### config.mk
export PLATFORM = sky130hd
export DESIGN_NAME = servo_spi_commander
export DESIGN_NICKNAME = d
export VERILOG_FILES = /design/src/rtl/servo_spi_commander.sv
export SDC_FILE = /design/constraint.sdc
export NUM_CORES = 1
export LEC_CHECK = 0
export CAP_MARGIN = 20
export CORE_MARGIN = 1.5
export CORE_UTILIZATION = 40
export DETAILED_ROUTE_END_ITERATION = 10
export PLACE_DENSITY = 0.59
export SLEW_MARGIN = 20
export SYNTH_ARGS = -nofsm -noshare
export SYNTH_HDL_FRONTEND = slang
export SYNTH_SLANG_ARGS = --single-unit
### constraint.sdc
create_clock -name i_clock -period 2.9 [get_ports i_clock]
set_clock_uncertainty 0.05 [all_clocks]
set_input_delay 0.58 -clock i_clock [delete_from_list [all_inputs] [get_ports i_clock]]
set_output_delay 0.58 -clock i_clock [all_outputs]
set_load 0.02 [all_outputs]
### src/rtl/servo_spi_commander.sv
// CPOL=1/CPHA=0 LSB-first SPI transmitter: one 3-byte servo frame (index, pulse hi, pulse lo) per command.
// Optional build macro SERVO_PULSE_CLAMP_EN clamps the latched pulse to [PULSE_MIN, PULSE_MAX].
module servo_spi_commander #(
  parameter int CLKS_PER_HALF_BIT = 8,
  parameter int GAP_CLKS          = 16,
  parameter int PULSE_MIN         = 500,
  parameter int PULSE_MAX         = 2500
) (
  input  logic        i_clock,
  input  logic        i_reset_n,
  input  logic        i_valid,
  input  logic [7:0]  i_index,
  input  logic [15:0] i_pulse,
  output logic        o_ready,
  output logic        o_busy,
  output logic        o_done,
  output logic        o_spi_clock,
  output logic        o_mosi,
  output logic        o_select
);

`ifdef SERVO_PULSE_CLAMP_EN
  localparam bit CLAMP_EN = 1'b1;
`else
  localparam bit CLAMP_EN = 1'b0;
`endif

  localparam logic [7:0]  HALF_LAST = 8'(CLKS_PER_HALF_BIT - 1);
  localparam logic [15:0] GAP_LAST  = 16'(GAP_CLKS - 2);
  localparam logic [15:0] PMIN      = 16'(PULSE_MIN);
  localparam logic [15:0] PMAX      = 16'(PULSE_MAX);

  typedef enum logic [1:0] {IDLE, SHIFT, HOLD, GAP} state_t;

  state_t      state;
  logic [23:0] shreg;
  logic [4:0]  bit_cnt;
  logic [7:0]  div;
  logic [15:0] gap_cnt;
  logic [15:0] pulse_eff;
  logic        half_done;

  always_comb begin
    pulse_eff = i_pulse;
    if (CLAMP_EN && (i_pulse < PMIN))      pulse_eff = PMIN;
    else if (CLAMP_EN && (i_pulse > PMAX)) pulse_eff = PMAX;
  end

  assign half_done = (div == HALF_LAST);

  always_ff @(posedge i_clock or negedge i_reset_n) begin
    if (!i_reset_n) begin
      state       <= IDLE;
      shreg       <= '0;
      bit_cnt     <= '0;
      div         <= '0;
      gap_cnt     <= '0;
      o_ready     <= 1'b1;
      o_busy      <= 1'b0;
      o_done      <= 1'b0;
      o_spi_clock <= 1'b1;
      o_mosi      <= 1'b0;
      o_select    <= 1'b1;
    end else begin
      o_done <= 1'b0;
      case (state)
        IDLE: begin
          if (i_valid && o_ready) begin
            // Frame is {pulse lo, pulse hi, index} so a right shift walks index bit 0 out first.
            shreg    <= {1'b0, pulse_eff[7:0], pulse_eff[15:8], i_index[7:1]};
            o_mosi   <= i_index[0];
            o_select <= 1'b0;
            o_ready  <= 1'b0;
            o_busy   <= 1'b1;
            div      <= '0;
            bit_cnt  <= '0;
            state    <= SHIFT;
          end
        end
        SHIFT: begin
          if (half_done) begin
            div <= '0;
            if (o_spi_clock) begin
              o_spi_clock <= 1'b0;
            end else begin
              o_spi_clock <= 1'b1;
              if (bit_cnt == 5'd23) begin
                state <= HOLD;
              end else begin
                bit_cnt <= bit_cnt + 5'd1;
                o_mosi  <= shreg[0];
                shreg   <= {1'b0, shreg[23:1]};
              end
            end
          end else begin
            div <= div + 8'd1;
          end
        end
        HOLD: begin
          if (half_done) begin
            div      <= '0;
            o_select <= 1'b1;
            o_mosi   <= 1'b0;
            o_done   <= 1'b1;
            if (GAP_CLKS == 1) begin
              o_ready <= 1'b1;
              o_busy  <= 1'b0;
              state   <= IDLE;
            end else begin
              gap_cnt <= '0;
              state   <= GAP;
            end
          end else begin
            div <= div + 8'd1;
          end
        end
        GAP: begin
          // Ready rises one clock early so the next command lands exactly GAP_CLKS after select release.
          if (gap_cnt == GAP_LAST) begin
            o_ready <= 1'b1;
            o_busy  <= 1'b0;
            state   <= IDLE;
          end else begin
            gap_cnt <= gap_cnt + 16'd1;
          end
        end
        default: state <= IDLE;
      endcase
    end
  end

endmodule

==> results.cfg <==
[setup_path]
r2r_start = state[1]
startpoint_type = register
crit_required_ns = 3.07
crit_arrival_ns = 2.58
path_max_fanout = 20
cp-end-kind = register
path_class = reg -> reg
cp-startpoint = state[1]

[synth]
yosysMostFrequentCell = dfrtp_1
synthSimpleGateAreaFrac_pct = 23.0
synth_flop_cell = dfrtp_1
synth_cells = 337
synth_xor_xnor_area_share_pct = 1.37
ys_async_sr_fraction_pct = 100
synthDistinctLibCells = 52
synth-adder-area-share_pct = 3.53
yosysWarnings = 0
synthMuxAreaShare_pct = 6.62
ys_seq_area_share_pct = 47.1
syn_nets = 373
synthTopCellsByArea = dfrtp_1 45%, mux2i_1 6.3%, nor2_1 5.3%
avgSynthCellArea_um2 = 9.47
netlist_area_mm2 = 0.00319
synth_top_family_by_area = simple AND/OR/NAND/NOR gates
synth_compound_area_share_pct = 15.1
synth_edf_count = 0
yosysTopAreaCell = dfrtp_1
synth_commonest_cells = 57 x dfrtp_1, 45 x nor2_1, 30 x nand2_1
ys_ff_latch = 60
synth_top_area_share_pct = 44.7

[layout]
insertedDiodeCount = 0
fillers = 720
drive_gt1_share_pct = 10.9
fin_nets = 408
final_util_pct = 50.0
areaGrowthSynthToFinish_pct = 20.9

[floorplan]
core-area_mm2 = 0.00773
row_count = 32
die_x_um = 92.3
ios = 33
dieArea_mm2 = 0.00853
floorplan.initialDensity_pct = 41.3
die_y_um = 92.3

[clock_tree]
cts_setup_buffers = 0
cts_htree_levels = 3
tritoncts = done
postCtsHoldBufs = 0
clk_root_buffer_cell = clkbuf_8
ctsResizeCount = 0
numCtsBuffers = 9
cts.sinks = 60
clockBufferDepth = 2
cts.reportedPaths.clkPinSlew_ns = 0.06
clk_latency_ns = 0.34

[pwr]
powerDensity_mw_per_mm2 = 441
vdd_ir_drop_max_mv = 0.229
p_leak_nw = 1.84

[placed_design]
place_congestion = 0.790
io_buffers = 32
dpl.hpwl_um = 4480

[global_route]
grt_pass1_wl_um = 11700
grt_pass1_vias = 2557
grt_start_max_net_pins = 61
grt_overflow = 0
antenna_found_initial = 0
grt_usage_pct = 17.3

[timing]
slew_violations = 0
setup_viol = 0
worst_pin_slew_ns = 0.771
fin_crit_ns = 2.41
rsz0062_at_grt = no
finalHoldViolCount = 0
slew_headroom_pct = 48.6
tns_ns = 0
max_freq_mhz = 414
whs_ns = 0.336
post-route-period-util_pct = 83.2

[drt]
drc = 0
routed_wl_um = 6660
drt_iter0_drc = 211
wl_per_cell_um = 13.9
ant_nets = 0
via_per_inst = 5.29
vias = 2532
first_pass_iters = 4

[flow_run]
maxCapViolations = 0

[outcome]
outcome = finished clean

[worst_hold_path]
worstHoldPathType = in -> async
[cell type report]
class / count / area [µm²] / area share [%]
Clock buffer: 15 / 186 / 4.83
Clock inverter: 1 / 30.0 / 0.778
Inverter: 8 / 30.0 / 0.778
Multi-Input combinational cell: 252 / 1590 / 41.1
Sequential cell: 60 / 1510 / 39.0
Tap cell: 102 / 128 / 3.31
Timing Repair Buffer: 41 / 395 / 10.2
[logic make-up after synthesis]
| kind of cell | count (synthesis) |
|---|---|
| flip-flops | 60 |
| adder cells (fa/ha/maj) | 9 |
| AND/OR/NAND/NOR | 143 |
| buffers and inverters | 25 |
| XOR/XNOR | 5 |
| AO/OA/AOI/OAI | 74 |
| multiplexers | 21 |
[metrics by stage]
step	std cells	worst slack (ns)	total power [mW]	instance area (µm²)
CTS	479	0.509	1.73	3860
finish	479	0.487	1.70	3860
detailed placement	463	0.508	0.907	3640
global route	479	0.330	1.76	3860
global placement	463	0.518	0.907	3640
floorplan	337	0.874	0.854	3190
[cells in the final DEF, fill, tap and decap left out, types with 3 or more instances in the layout]
| cell | instances |
|---|---|
| dfrtp_1 | 57 |
| nor2_1 | 45 |
| clkdlybuf4s50_1 | 31 |
| nand2_1 | 30 |
| a21oi_1 | 27 |
| nand3_1 | 21 |
| mux2i_1 | 20 |
| o21ai_0 | 14 |
| clkbuf_8 | 13 |
| ha_1 | 9 |
| inv_1 | 8 |
| buf_4 | 8 |
| nand4_1 | 6 |
| and3_1 | 6 |
| o22ai_1 | 5 |
| a31oi_1 | 5 |
| nor4_1 | 4 |
| a22o_1 | 4 |
| xor2_1 | 4 |
| nand2b_1 | 3 |
| or2_2 | 3 |
| or3b_2 | 3 |
| and4_1 | 3 |
| or4_1 | 3 |
| o41ai_1 | 3 |
| dfstp_2 | 3 |
[critical path, stage by stage, from the launching register on]
cell,delay [ns]
dfrtp_1,0.41
ha_1,0.63
inv_1,0.41
o21bai_4,0.42
nor4_1,0.09
a311o_1,0.28
[worst paths after layout]
check,slack (ns),cells past startpoint,endpoint
min reg2reg,0.45,2,shreg[3]
max reg2reg,0.49,5,gap_cnt[10]
min,0.34,2,shreg[8]
max in group asynchronous,1.94,2,gap_cnt[1]
max,0.49,5,gap_cnt[10]
min in group i_clock,0.45,2,shreg[3]
[registers in the layout, summed over array words and instances (netlist names)]
name         count
shreg           23
gap_cnt         16
div              8
bit_cnt          5
state            2
o_busy           1
o_done           1
o_mosi           1
o_ready          1
o_select         1
o_spi_clock      1
[routing by layer]
metal | up-vias | wire, µm | global-route usage [%] | part of all wire [%]
met5 | - | 0 | 0 | 0
met4 | 0 | 80 | 8.21 | 1.2
met3 | 7 | 312 | 4.02 | 4.7
met2 | 48 | 3020 | 27.5 | 45
met1 | 1195 | 3260 | 22.1 | 49
li1 | 1282 | - | - | -
[power by group]
part           switching [mW]  internal (mW)
logic                  0.0211         0.0312
clock network           0.321          0.492
registers                   0          0.837
total                   0.342           1.36
Power figures use the tool's default switching activity.
==> variant 1, RTL diff (same flow settings) <==
`CLAMP_EN`: 1'b0 -> 1'b1.
--- a/src/rtl/servo_spi_commander.sv
+++ b/src/rtl/servo_spi_commander.sv
@@ -22,7 +22,7 @@
 `ifdef SERVO_PULSE_CLAMP_EN
   localparam bit CLAMP_EN = 1'b1;
 `else
-  localparam bit CLAMP_EN = 1'b0;
+  localparam bit CLAMP_EN = 1'b1;
 `endif
 
   localparam logic [7:0]  HALF_LAST = 8'(CLKS_PER_HALF_BIT - 1);
Check against the original RTL: no difference found for any inputs over 10 cycles, from zero or initial values and one cycle with i_reset_n low; that may be too few to reach the edited logic, so the function may still have changed.
==> variant 1 against the unedited design <==
Area after synthesis is 3.5% higher. Fmax is 4.0% lower. Worst setup slack worse by 0.10 ns. Wire length is 8.2% higher. Count of clock-buffer cells in the layout is 6 lower. Critical endpoint is now shreg[9]. Cell area is 2.2% higher. Sequential cell count stayed put. Power is 2.2% lower. Via count is 7.7% higher.
==> variant 1: results (changes against the unedited design) <==
* Hold Crit Class: in -> async (unchanged)
* Number of buffers added on ports at 32 (unchanged)
* Clk Latency, worst-skew pair at 0.33 ns
* M2 GR Usage at 0.292 (was 0.275)
* P_sw at 0.391 mW (was 0.342 mW)
* Clock buffers created by TritonCTS at 9 (unchanged)
* Ant diodes at 0 (unchanged)
* Clock group power at 0.758 mW (was 0.813 mW)
* Maximum clock insertion buffer count at 2 (unchanged)
* P_leak at 1.64 nW (was 1.84 nW)
* Post-placement setup slack at 0.334 ns (was 0.508 ns)
* Post CTS Setup Buffer Count at 0 (unchanged)
* Combinational cell fraction of total power at 0.043 (was 0.031)
* Pre-antenna DRT Iters at 4 (unchanged)
* Ys Warns at 0 (unchanged)
* Pin count of the biggest net entering global routing at 35 (was 61)
* Wire length of the first global-routing pass at 12700 um (was 11700 um)
* Critical Path Slowest Stage Cell: o211ai_1 (was ha_1)
* Max FO, Critical Path at 31 (was 20)
* Final estimated routing congestion in global placement at 0.823 (was 0.790)
* Gates resized, CTS repair at 0 (unchanged)
* Met3 GRT Util at 0.0340 (was 0.0402)
* Top cells by area in the synthesized netlist: dfrtp_1 43%, nand2_1 5.1%, o21ai_0 4.8%, nor2_1 4.3%, xnor2_1 4.0% (was dfrtp_1 45%, mux2i_1 6.3%, nor2_1 5.3%, a21oi_1 4.2%, ha_1 3.5%)
* Post-synth net total at 389 (was 373)
* Violation count after the first detailed-route iteration at 98 (was 211)
* Worst slew margin relative to its limit at 0.555 (was 0.486)
* Number of global-route vias before repair at 2682 (was 2557)
* Global-route met1 utilization at 0.245 (was 0.221)
* Async set-or-reset flop fraction in the synthesized netlist at 1.00 (unchanged)
* Routed vias/inst at 5.46 (was 5.29)
* Sequential-to-total area share from yosys stat at 0.456 (was 0.471)
* Clock slew at reported path FFs at 0.07 ns
* Data arrival, critical path at 2.73 ns (was 2.58 ns)
* Top post-synthesis cells by count: 57 x dfrtp_1, 45 x nand2_1, 38 x nor2_1 (was 57 x dfrtp_1, 45 x nor2_1, 30 x nand2_1)
* Crit path from: state[1] (unchanged)
* Aggregate global-route resource usage at 0.181 (was 0.173)
* Largest registers in the final layout: shreg: 23 flops, gap_cnt: 16 flops, div: 8 flops (unchanged)
* IR drop worst, VDD at 0.195 mV (was 0.229 mV)
* Number of distinct library cells after synthesis at 53 (was 52)
* Post-DP HPWL at 5050 um (was 4480 um)
* Mean routed wirelength per cell at 14.4 um (was 13.9 um)
* Status: complete, no violations (unchanged)
* Maximum single-stage delay on the critical path at 0.56 ns (was 0.63 ns)
* Fraction of layout cells with a size suffix above 1 at 0.0982 (was 0.109)
* Root Driver: clkbuf_8 (unchanged)
* # nets final at 427 (was 408)
* H-tree depth at 3 (unchanged)
* Antenna violations before repair at 0 (unchanged)
## variant 1: area by class of cell
class | instances | area, sq um
Tap cell | 102 | 128
Clock inverter | 7 | 76.3
Multi-Input combinational cell | 274 | 1700
Inverter | 8 | 30.0
Sequential cell | 60 | 1510
Timing Repair Buffer | 39 | 380
Clock buffer | 9 | 124
Fill cell | 758 | 3900
## variant 1: final timing paths
check / endpoint / cells past startpoint / slack [ns]
worst max-delay path: shreg[9] / 8 / 0.39
worst min-delay path: gap_cnt[12] / 1 / 0.21
worst max register to register: shreg[9] / 8 / 0.39
worst min register to register: shreg[20] / 2 / 0.43
max in group asynchronous: state[1] / 2 / 1.98
min in group i_clock: shreg[20] / 2 / 0.43
## variant 1: per-stage QoR
stage	cells	power (mW)	hold slack, ns	instance area (sq um)
floorplan	354	0.861	0.234	3300
global placement	483	0.925	0.411	3750
detailed placement	483	0.925	0.414	3750
CTS	499	1.69	0.230	3950
global route	499	1.74	0.248	3950
finish	499	1.67	0.213	3950
## variant 1: worst max-delay path: cells and delay by family, from the launching register on
family,cells,cell delay (ns)
compound gates,3,0.82
buf+inv,3,0.61
flops,1,0.42
fa+ha+maj,1,0.36
simple gates,1,0.18
## variant 1: cells by family (layout without fill, tap and decap cells)
family,Yosys count,count (layout),share of synthesized area
simple gates,148,148,0.224
compound gates,87,87,0.172
buf+inv,20,63,0.0292
xor+xnor,16,16,0.0424
fa+ha+maj,8,8,0.0303
mux,15,15,0.0466
flops,60,60,0.456
## variant 1: metal layers
metal | up-vias | wire length [um]
met5 | - | 0
met3 | 10 | 213
met1 | 1299 | 3560
met4 | 0 | 105
met2 | 52 | 3330
li1 | 1365 | -
==> variant 2, RTL diff (same flow settings) <==
Made on the original files. One comparison of `bit_cnt` changes from == to >=.
--- a/src/rtl/servo_spi_commander.sv
+++ b/src/rtl/servo_spi_commander.sv
@@ -84,7 +84,7 @@
               o_spi_clock <= 1'b0;
             end else begin
               o_spi_clock <= 1'b1;
-              if (bit_cnt == 5'd23) begin
+              if (bit_cnt >= 5'd23) begin
                 state <= HOLD;
               end else begin
                 bit_cnt <= bit_cnt + 5'd1;
Function: no difference found for any inputs over 10 cycles, from zero or initial values and one cycle with i_reset_n low; that may be too few to reach the edited logic, so the function may still have changed.
==> variant 2 against the unedited design <==
Die area shrank 1.5%. Sequential cell count is the same. Area after synthesis shrank 1.6%. Cell area shrank 1.3%. Wire length shrank 6.9%. Worst setup slack lost 0.18 ns. Utilization shrank 0.15 points. Synthesized cell count shrank 3.3%. Critical path type unchanged. Critical endpoint is now bit_cnt[4].
Power is not compared: it rests on default switching activity, and its combinational part moved more than twofold at a synthesized area within 25%.
==> variant 2: results (changes against the unedited design) <==
* Slew at the pin with the worst max-slew slack at 0.607 ns (was 0.771 ns)
* Critical path's top delay family: simple AND/OR/NAND/NOR gates (was compound AO/OA/AOI/OAI gates)
* Mapped Cells at 326 (was 337)
* Antenna violations before repair at 0 (unchanged)
* Number of global-route vias before repair at 2315 (was 2557)
* Final worst slack at 0.310 ns (was 0.487 ns)
* Hold Crit Class: in -> async (unchanged)
* Violation count after the first detailed-route iteration at 93 (was 211)
* Clock slew at reported path FFs at 0.07 ns
* Number of buffers added on ports at 32 (unchanged)
* Critical Path Slowest Stage Cell: or4b_1 (was ha_1)
* Root Driver: clkbuf_8 (unchanged)
* Maximum clock insertion buffer count at 2 (unchanged)
* Post-DP HPWL at 4270 um (was 4480 um)
* Post-placement setup slack at 0.321 ns (was 0.508 ns)
* DRC Markers at 0 (unchanged)
* # nets final at 395 (was 408)
* Largest registers in the final layout: shreg: 23 flops, gap_cnt: 16 flops, div: 8 flops (unchanged)
* Pre-antenna DRT Iters at 4 (unchanged)
* Top post-synthesis cells by count: 57 x dfrtp_1, 47 x nand2_1, 35 x o21ai_0 (was 57 x dfrtp_1, 45 x nor2_1, 30 x nand2_1)
* Top cells by area in the synthesized netlist: dfrtp_1 45%, mux2i_1 8.0%, nand2_1 5.6%, o21ai_0 5.6%, ha_1 3.6% (was dfrtp_1 45%, mux2i_1 6.3%, nor2_1 5.3%, a21oi_1 4.2%, ha_1 3.5%)
* Cell Count Post-Placement at 450 (was 463)
* Gates resized, CTS repair at 0 (unchanged)
* Detailed Route WL at 6200 um (was 6660 um)
* Max FO, Critical Path at 17 (was 20)
* Fraction of layout cells with a size suffix above 1 at 0.0879 (was 0.109)
* Clk Latency, worst-skew pair at 0.33 ns
* IR drop worst, VDD at 0.521 mV
* Total via count in the routed design at 2450 (was 2532)
* Post-synth net total at 362 (was 373)
* Maximum single-stage delay on the critical path at 0.56 ns (was 0.63 ns)
* Status: complete, no violations (unchanged)
* Wire length of the first global-routing pass at 11100 um (was 11700 um)
* Sequential-to-total area share from yosys stat at 0.479 (was 0.471)
* Data arrival, critical path at 2.81 ns (was 2.58 ns)
* Aggregate global-route resource usage at 0.165 (was 0.173)
* Ant diodes at 0 (unchanged)
* Pin count of the biggest net entering global routing at 39 (was 61)
* Routed vias/inst at 5.26 (was 5.29)
* Final estimated routing congestion in global placement at 0.797 (was 0.790)
* Clock buffers created by TritonCTS at 9 (unchanged)
* Number of distinct library cells after synthesis at 50 (was 52)
* Async set-or-reset flop fraction in the synthesized netlist at 1.00 (unchanged)
[variant 2: final cells by class]
cell class	instances	area, sq um
Sequential cell	60	1510
Clock buffer	11	141
Inverter	8	30.0
Timing Repair Buffer	37	365
Fill cell	722	3840
Tap cell	102	128
Clock inverter	5	75.1
Multi-Input combinational cell	243	1560
[variant 2: final timing paths]
kind                       cells after the start     endpoint      start
setup / recovery                               6   bit_cnt[4]     div[0]
min in group i_clock                           2    shreg[19]  shreg[19]
setup reg to reg                               6   bit_cnt[4]     div[0]
hold / removal                                 1       o_done  i_reset_n
max in group asynchronous                      2  o_spi_clock  i_reset_n
hold reg to reg                                2    shreg[19]  shreg[19]
[variant 2: where the power goes]
part / switching (mW) / internal [mW] / leakage [nW]
sequential: 0.211 / 1.11 / 0.766
clock: 0.322 / 0.503 / 0.113
combinational: 0.847 / 0.612 / 0.730
[variant 2: cell families after synthesis]
kind of cell               Yosys count  share of synthesized area
buffers and inverters               23                     0.0279
muxes                               26                     0.0832
and+or+nand+nor                    125                      0.199
DFF                                 60                      0.479
xor gates and xnor gates            13                     0.0362
adders and majority gates            9                     0.0358
AOI/OAI and AO/OA                   70                      0.139
[variant 2: stage by stage]
| step | instance area (sq um) | total power, mW | hold slack (ns) |
|---|---|---|---|
| 2_1_floorplan | 3140 | 2.41 | 0.234 |
| 3_3_place_gp | 3590 | 2.77 | 0.412 |
| 3_5_place_dp | 3590 | 2.81 | 0.423 |
| 4_1_cts | 3810 | 3.66 | 0.218 |
| 5_1_grt | 3810 | 3.92 | 0.239 |
| 6_report | 3810 | 3.60 | 0.206 |
[variant 2: metal layers]
layer | vias to the layer above | GRT usage | wire, um | share of wire
met4 | 0 | 0.0586 | 84 | 0.014
li1 | 1231 | - | - | -
met3 | 6 | 0.0456 | 287 | 0.046
met2 | 51 | 0.255 | 2790 | 0.45
met5 | - | 0 | 0 | 0
met1 | 1162 | 0.223 | 3040 | 0.49
